$ cat config.mk
export PLATFORM = sky130hd
export DESIGN_NAME = seq_divider
export DESIGN_NICKNAME = d
export VERILOG_FILES = /design/src/rtl/seq_divider.sv
export SDC_FILE = /design/constraint.sdc
export NUM_CORES = 1
export LEC_CHECK = 0
export ABC_AREA = 1
export CAP_MARGIN = 40
export CORE_MARGIN = 10
export CORE_UTILIZATION = 48
export CTS_CLUSTER_DIAMETER = 80
export DETAILED_ROUTE_END_ITERATION = 7
export PLACE_DENSITY_LB_ADDON = 0.08
export SYNTH_ARGS = -nofsm -noshare
export SYNTH_HDL_FRONTEND = slang
export SYNTH_SLANG_ARGS = --single-unit
export TNS_END_PERCENT = 1
$ cat constraint.sdc
create_clock -name clk -period 1.5 [get_ports clk]
set_clock_uncertainty 0.1 [all_clocks]
set_input_delay 0.3 -clock clk [delete_from_list [all_inputs] [get_ports clk]]
set_output_delay 0.3 -clock clk [all_outputs]
set_load 0.005 [all_outputs]
$ cat src/rtl/seq_divider.sv
// seq_divider: multi-cycle unsigned restoring divider, one quotient bit per clock (optional SEQ_DIVIDER_MONITOR_EN prints each result)
module seq_divider #(
  parameter int DIVIDEND_W = 16,
  parameter int DIVISOR_W  = 8
) (
  input  logic                  clk,
  input  logic                  rst_n,
  input  logic                  start,
  input  logic [DIVIDEND_W-1:0] dividend,
  input  logic [DIVISOR_W-1:0]  divisor,
  output logic                  busy,
  output logic                  done,
  output logic [DIVIDEND_W-1:0] quotient,
  output logic [DIVISOR_W-1:0]  remainder,
  output logic                  div_by_zero
);
  localparam int CW = DIVIDEND_W > 1 ? $clog2(DIVIDEND_W) : 1;
  localparam logic [CW-1:0] LAST = CW'(DIVIDEND_W - 1);
  typedef enum logic [1:0] {IDLE, RUN, FIN} state_t;
  state_t                state_q, state_d;
  logic [CW-1:0]         cnt_q, cnt_d;
  logic [DIVIDEND_W-1:0] dvd_q, dvd_d;
  logic [DIVISOR_W-1:0]  dsr_q, dsr_d;
  logic [DIVISOR_W-1:0]  part_q, part_d;
  logic [DIVIDEND_W-1:0] quot_q, quot_d;
  logic [DIVISOR_W-1:0]  rem_q, rem_d;
  logic                  busy_q, busy_d;
  logic                  done_q, done_d;
  logic                  dbz_q, dbz_d;
  logic [DIVISOR_W:0]    shifted;
  logic                  ge;
  assign shifted     = {part_q, dvd_q[DIVIDEND_W-1]};
  assign ge          = shifted >= {1'b0, dsr_q};
  assign busy        = busy_q;
  assign done        = done_q;
  assign quotient    = quot_q;
  assign remainder   = rem_q;
  assign div_by_zero = dbz_q;
  // state, datapath and result registers; reset aborts any operation in flight
  always_ff @(posedge clk or negedge rst_n) begin
    if (!rst_n) begin
      state_q <= IDLE;
      cnt_q   <= '0;
      dvd_q   <= '0;
      dsr_q   <= '0;
      part_q  <= '0;
      quot_q  <= '0;
      rem_q   <= '0;
      busy_q  <= 1'b0;
      done_q  <= 1'b0;
      dbz_q   <= 1'b0;
    end else begin
      state_q <= state_d;
      cnt_q   <= cnt_d;
      dvd_q   <= dvd_d;
      dsr_q   <= dsr_d;
      part_q  <= part_d;
      quot_q  <= quot_d;
      rem_q   <= rem_d;
      busy_q  <= busy_d;
      done_q  <= done_d;
      dbz_q   <= dbz_d;
    end
  end
  // dvd_q doubles as the quotient shift register: dividend bits leave at the top, quotient bits enter at the bottom
  always_comb begin
    state_d = state_q;
    cnt_d   = cnt_q;
    dvd_d   = dvd_q;
    dsr_d   = dsr_q;
    part_d  = part_q;
    quot_d  = quot_q;
    rem_d   = rem_q;
    busy_d  = busy_q;
    done_d  = 1'b0;
    dbz_d   = dbz_q;
    case (state_q)
      IDLE: if (start) begin
        dvd_d   = dividend;
        dsr_d   = divisor;
        part_d  = '0;
        cnt_d   = '0;
        busy_d  = 1'b1;
        dbz_d   = 1'b0;
        state_d = divisor == '0 ? FIN : RUN;
      end
      RUN: begin
        part_d  = DIVISOR_W'(ge ? shifted - {1'b0, dsr_q} : shifted);
        dvd_d   = {dvd_q[DIVIDEND_W-2:0], ge};
        cnt_d   = cnt_q + CW'(1);
        state_d = cnt_q == LAST ? FIN : RUN;
      end
      FIN: begin
        quot_d  = dsr_q == '0 ? '1 : dvd_q;
        rem_d   = dsr_q == '0 ? dvd_q[DIVISOR_W-1:0] : part_q;
        dbz_d   = dsr_q == '0;
        done_d  = 1'b1;
        busy_d  = 1'b0;
        state_d = IDLE;
      end
      default: state_d = IDLE;
    endcase
  end
`ifdef SEQ_DIVIDER_MONITOR_EN
  logic [DIVIDEND_W-1:0] mon_dvd_q;
  // dvd_q is consumed by the shift, so keep the original dividend for the report
  always_ff @(posedge clk or negedge rst_n) begin
    if (!rst_n) mon_dvd_q <= '0;
    else if (state_q == IDLE && start) mon_dvd_q <= dividend;
  end
  // one line per completed operation, printed as the results are loaded
  always_ff @(posedge clk) begin
    if (rst_n && state_q == FIN)
      $display("MON_DIV: dividend = %0d, divisor = %0d, quotient = %0d, remainder = %0d, dbz = %0d",
               mon_dvd_q, dsr_q, quot_d, rem_d, dbz_d);
  end
`endif
endmodule

Word-level counts from Yosys, hierarchy flattened
Cells that the tools add are included.

Add/sub/neg operators: 2. Magnitude comparators: 1. Equality and inequality tests: 4. Mux-type cells: 18. Reductions and logical operators: 8.

Operators by type and width (number): $mux W16 (2); $pmux W16 S2 (1); $mux W8 (3); $logic_not A8 Y1 (2); $pmux W8 S2 (1); $ge A9 B8 Y1 (1); $pmux W4 S2 (1); $sub A8 B8 Y8 (1); $mux W2 (3); $reduce_and A2 Y1 (3); $add A4 B1 Y4 const B (1); $eq A4 B4 Y1 const B (1); $mux W4 (1); $pmux W1 S2 (2); $pmux W2 S2 (1); $reduce_bool A2 Y1 (2); $mux W1 (3); $eq A2 B1 Y1 const B (1); $eq A2 B2 Y1 const B (1); $logic_not A2 Y1 (1); $ne A2 B2 Y1 const B (1).

Register bits after elaboration: 65. Input port bits: 27. Word-level logic and storage cells: 43.

Depth between registers and ports, before layout
Depth after elaboration: 4. Mapped depth: 12. Gate-level depth less buffers: 12.

Worst setup path after synthesis
Ideal clock, no wire load.

Path type: register -> register. Start: reg dsr_q[2]. End: reg dvd_q[0]. Arrival time: 1.450 ns. Required time: 1.277 ns. Path slack: -0.173 ns. Stages on the path, launching flop included: 10. Path buffers: 0. Clock period less this slack: 1.673 ns. Path through: dfrtp_1 -> inv_1 -> ha_1 -> or2_4 -> nand3_2 -> nand2_2 -> nand2_4 -> nand2_4 -> nor2_8 -> o21ai_1.

Cells in the longest elaborated chain, start to end: 2.

Ends and longest elaborated chain: start, declared (line 23) `logic [DIVISOR_W-1:0] dsr_q, dsr_d;`; start signal, assigned (line 56) `dsr_q <= dsr_d;`; $ge A9 B8 Y1 (line 33) `assign ge = shifted >= {1'b0, dsr_q};`; $pmux W16 S2 (line 77) `case (state_q)`; end signal, assigned (line 55) `dvd_q <= dvd_d;`; end, declared (line 22) `logic [DIVIDEND_W-1:0] dvd_q, dvd_d;`.

No other way between the ends. A chain may end at the register's enable or synchronous reset.

Worst setup path in the final report
Start: reg dsr_q[3]. End: reg part_q[5].

Cells in the longest elaborated chain, start to end: 3. Elaborated cells on any way between the ends: 4.

Ends and longest elaborated chain: $sub A8 B8 Y8 or $ge A9 B8 Y1 (tied branches) (line 88, 33); $mux W8 * (line 88) `part_d = DIVISOR_W'(ge ? shifted - {1'b0, dsr_q} : shifted);`; $pmux W8 S2 * (line 77); end signal, assigned (line 57) `part_q <= part_d;`; end, declared (line 24) `logic [DIVISOR_W-1:0] part_q, part_d;`.

Every way passes the cells marked *; elsewhere a longest branch is shown, timed or not.

==> out/qor.yml <==
placed_area_um2: 4190
powerDensity_nw_per_um2: 2359
grt_util_all_layers_pct: 15.84
criticalPathCategory: "flop to flop"
rsz0062_at_grt: "yes"
initial_core_util_pct: 49.26
firstDrtPassIters: 4
gp_congestion: 0.8282
multi_input_area_um2: 1579
drive_gt1_share_pct: 22.86
yosys_warnings: 0
syn-cell-area_um2: 3328
ys_seq_area_share_pct: 48.87
wl_um: 8312
core_um2: 6756
vias: 2980
drc: 0
max_freq_ghz: 0.5754
final_cell_count_no_fill: 570
area.sequential_um2: 1627
dp.final_hpwl_um: 6075
io_buffers: 53
antenna_found_initial: 0
die-area_um2: 10660
critPathLaunchType: "flop"
ys_seq_elements: 65
tightest_slew_ns: 0.3708
post-route-min-period_ns: 1.738
maxSlewViolCount: 0
antenna_cells: 0
fin_area_um2: 4567
layout_common_cells: "nand2_1 (88), dfrtp_1 (65), buf_4 (40), o21ai_0 (39), inv_1 (36)"
hp-class: "flop to flop"
rows: 30
peakVddDrop_mv: 1.115
pre_cts_ws_ns: -0.2850
clk_latency_ns: 0.33
fillers: 565
ios: 54
worst_slack_ns: -0.2379
clk_path_buf_depth: 2
maxCapViolCount: 0
layout_commonest_cell: "nand2_1"
vias_per_cell: 5.228
final_net_count: 523
clk_pin_slew_worst_paths_ns: 0.07
violations: "negative setup slack"
cts.sinks: 65
syn_inst: 391
synth_nets: 428
grt_max_degree: 66
final_antenna_net_count: 0
cts_root_buf: "clkbuf_8"
cts_max_level: 3
power_w: 0.01077
drtIter0Drc: 151
die_x_um: 103.3
overflow: 0
cp_max_fo: 8
period_share_pct: 115.9
cts_tree: "built"
status: "complete, but fails checks"
fp.dieH_um: 103.3
syn_avg_cell_area_um2: 8.512
dp_cells: 546
grt_pass1_wl_um: 13460
setup_viol: 26
end_kind: "flop"
wl_per_cell_um: 14.58
crit_arrival_ns: 1.85
crit_required_ns: 1.61
ys_types: 33
p_leak_nw: 2.267
hold_viol_final: 0
cts_buffers: 9
area.growth.synth_to_final_pct: 37.22
grt_pass1_vias: 2958
relSlewSlack_pct: 75.28
## area by class of cell
| type | count | share of cell area [%] |
|---|---|---|
| Sequential cell | 65 | 35.62 |
| Multi-Input combinational cell | 262 | 34.58 |
| Timing Repair Buffer | 99 | 19.56 |
| Inverter | 49 | 4.110 |
| Clock buffer | 11 | 3.315 |
| Tap cell | 80 | 2.192 |
| Clock inverter | 4 | 0.6301 |
## Yosys cell counts
master	instances	area (um2)
nand2_1	96	360.4
dfrtp_1	65	1627
inv_1	45	168.9
o21ai_0	39	195.2
o211ai_1	28	210.2
nor2_1	26	97.59
nand3_1	22	110.1
ha_1	9	112.6
buf_4	8	60.06
nand4_1	6	37.54
a21oi_1	5	25.02
o21ai_1	5	25.02
buf_2	4	20.02
nand2_4	4	45.04
inv_2	3	11.26
nand3b_1	3	22.52
nor2_2	3	18.77
buf_6	2	22.52
nand2_2	2	12.51
xnor2_1	2	17.52
xor2_1	2	17.52
a22o_1	1	8.760
a31oi_1	1	6.260
clkbuf_1	1	3.750
clkinv_1	1	3.750
fa_1	1	20.02
nand3_2	1	10.01
nor2_4	1	11.26
nor2_8	1	20.02
nor3_1	1	5.000
o22ai_1	1	6.260
o31ai_1	1	7.510
or2_4	1	8.760
## metrics by stage
step	utilization, %	setup TNS [ns]	hold WS [ns]
floorplan	-	-0.9939	-0.09559
global placement	62.02	-3.136	0.2467
detailed placement	62.02	-3.645	0.2447
CTS	65.81	-2.428	0.3892
global route	67.59	-5.985	0.4111
finish	67.59	-2.802	0.3835
## cell families after synthesis
| logic type | count (synthesis) | share of synthesized area, % |
|---|---|---|
| AND/OR/NAND/NOR | 167 | 22.82 |
| AO/OA/AOI/OAI | 81 | 14.55 |
| flip-flops | 65 | 48.87 |
| buffers and inverters | 64 | 8.722 |
| adder cells (fa/ha/maj) | 10 | 3.985 |
| XOR/XNOR | 4 | 1.053 |
## worst paths after layout
path | from | endpoint | slack (ns) | cells after the start
setup / recovery | dsr_q[3]$_DFFE_PN0P_ | part_q[5]$_DFFE_PN0P_ | -0.24 | 12
hold / removal | busy$_DFFE_PN0P_ | busy$_DFFE_PN0P_ | 0.38 | 2
setup reg to reg | dsr_q[3]$_DFFE_PN0P_ | part_q[5]$_DFFE_PN0P_ | -0.24 | 12
hold reg to reg | busy$_DFFE_PN0P_ | busy$_DFFE_PN0P_ | 0.38 | 2
max in group asynchronous | rst_n | div_by_zero$_DFFE_PN0P_ | 0.57 | 3
min in group asynchronous | rst_n | dsr_q[6]$_DFFE_PN0P_ | 0.41 | 3
## sequential cells by signal, summed over array words and instances, names as in the netlist
signal,flops
quotient,16
part_q,8
div_by_zero,1
busy,1
dvd_q,16
cnt_q,4
remainder,8
done,1
dsr_q,8
state_q,2
## power by group
part           leakage, nW  total (W)  switching, W  internal, W
logic                 1.37    0.00630       0.00328      0.00302
registers            0.813    0.00312      0.000539      0.00258
clock network       0.0874    0.00136      0.000675     0.000681
total                 2.27     0.0108       0.00449      0.00628
## routing by layer
layer | part of all wire [%] | GRT usage (%)
met3 | 5.0 | 3.322
met4 | 1.3 | 5.348
met2 | 48 | 25.45
met5 | 0 | 0
met1 | 45 | 20.74
## critical path: stages (launching register included)
cell and delay [ns]:
dfrtp_1 0.38, inv_2 0.07, ha_4 0.28, nand2_2 0.05, nor2_1 0.09, nand2_1 0.07
nor2_2 0.12, nor2_2 0.05, buf_6 0.12, nand2_8 0.09, nor2_8 0.06, nand2_1 0.07
nand3_1 0.06
## what timing repair did
item | 4_1_cts | 5_1_grt
resized for setup | 41 | 24
setup buffers | 4 | 4
hold buffers | 1 | 0
pin swaps | 12 | 18
hold endpoints to repair | 65 | 0
endpoints found under the setup margin | 59 | 44
No activity file was read; power rests on OpenSTA's default activity.
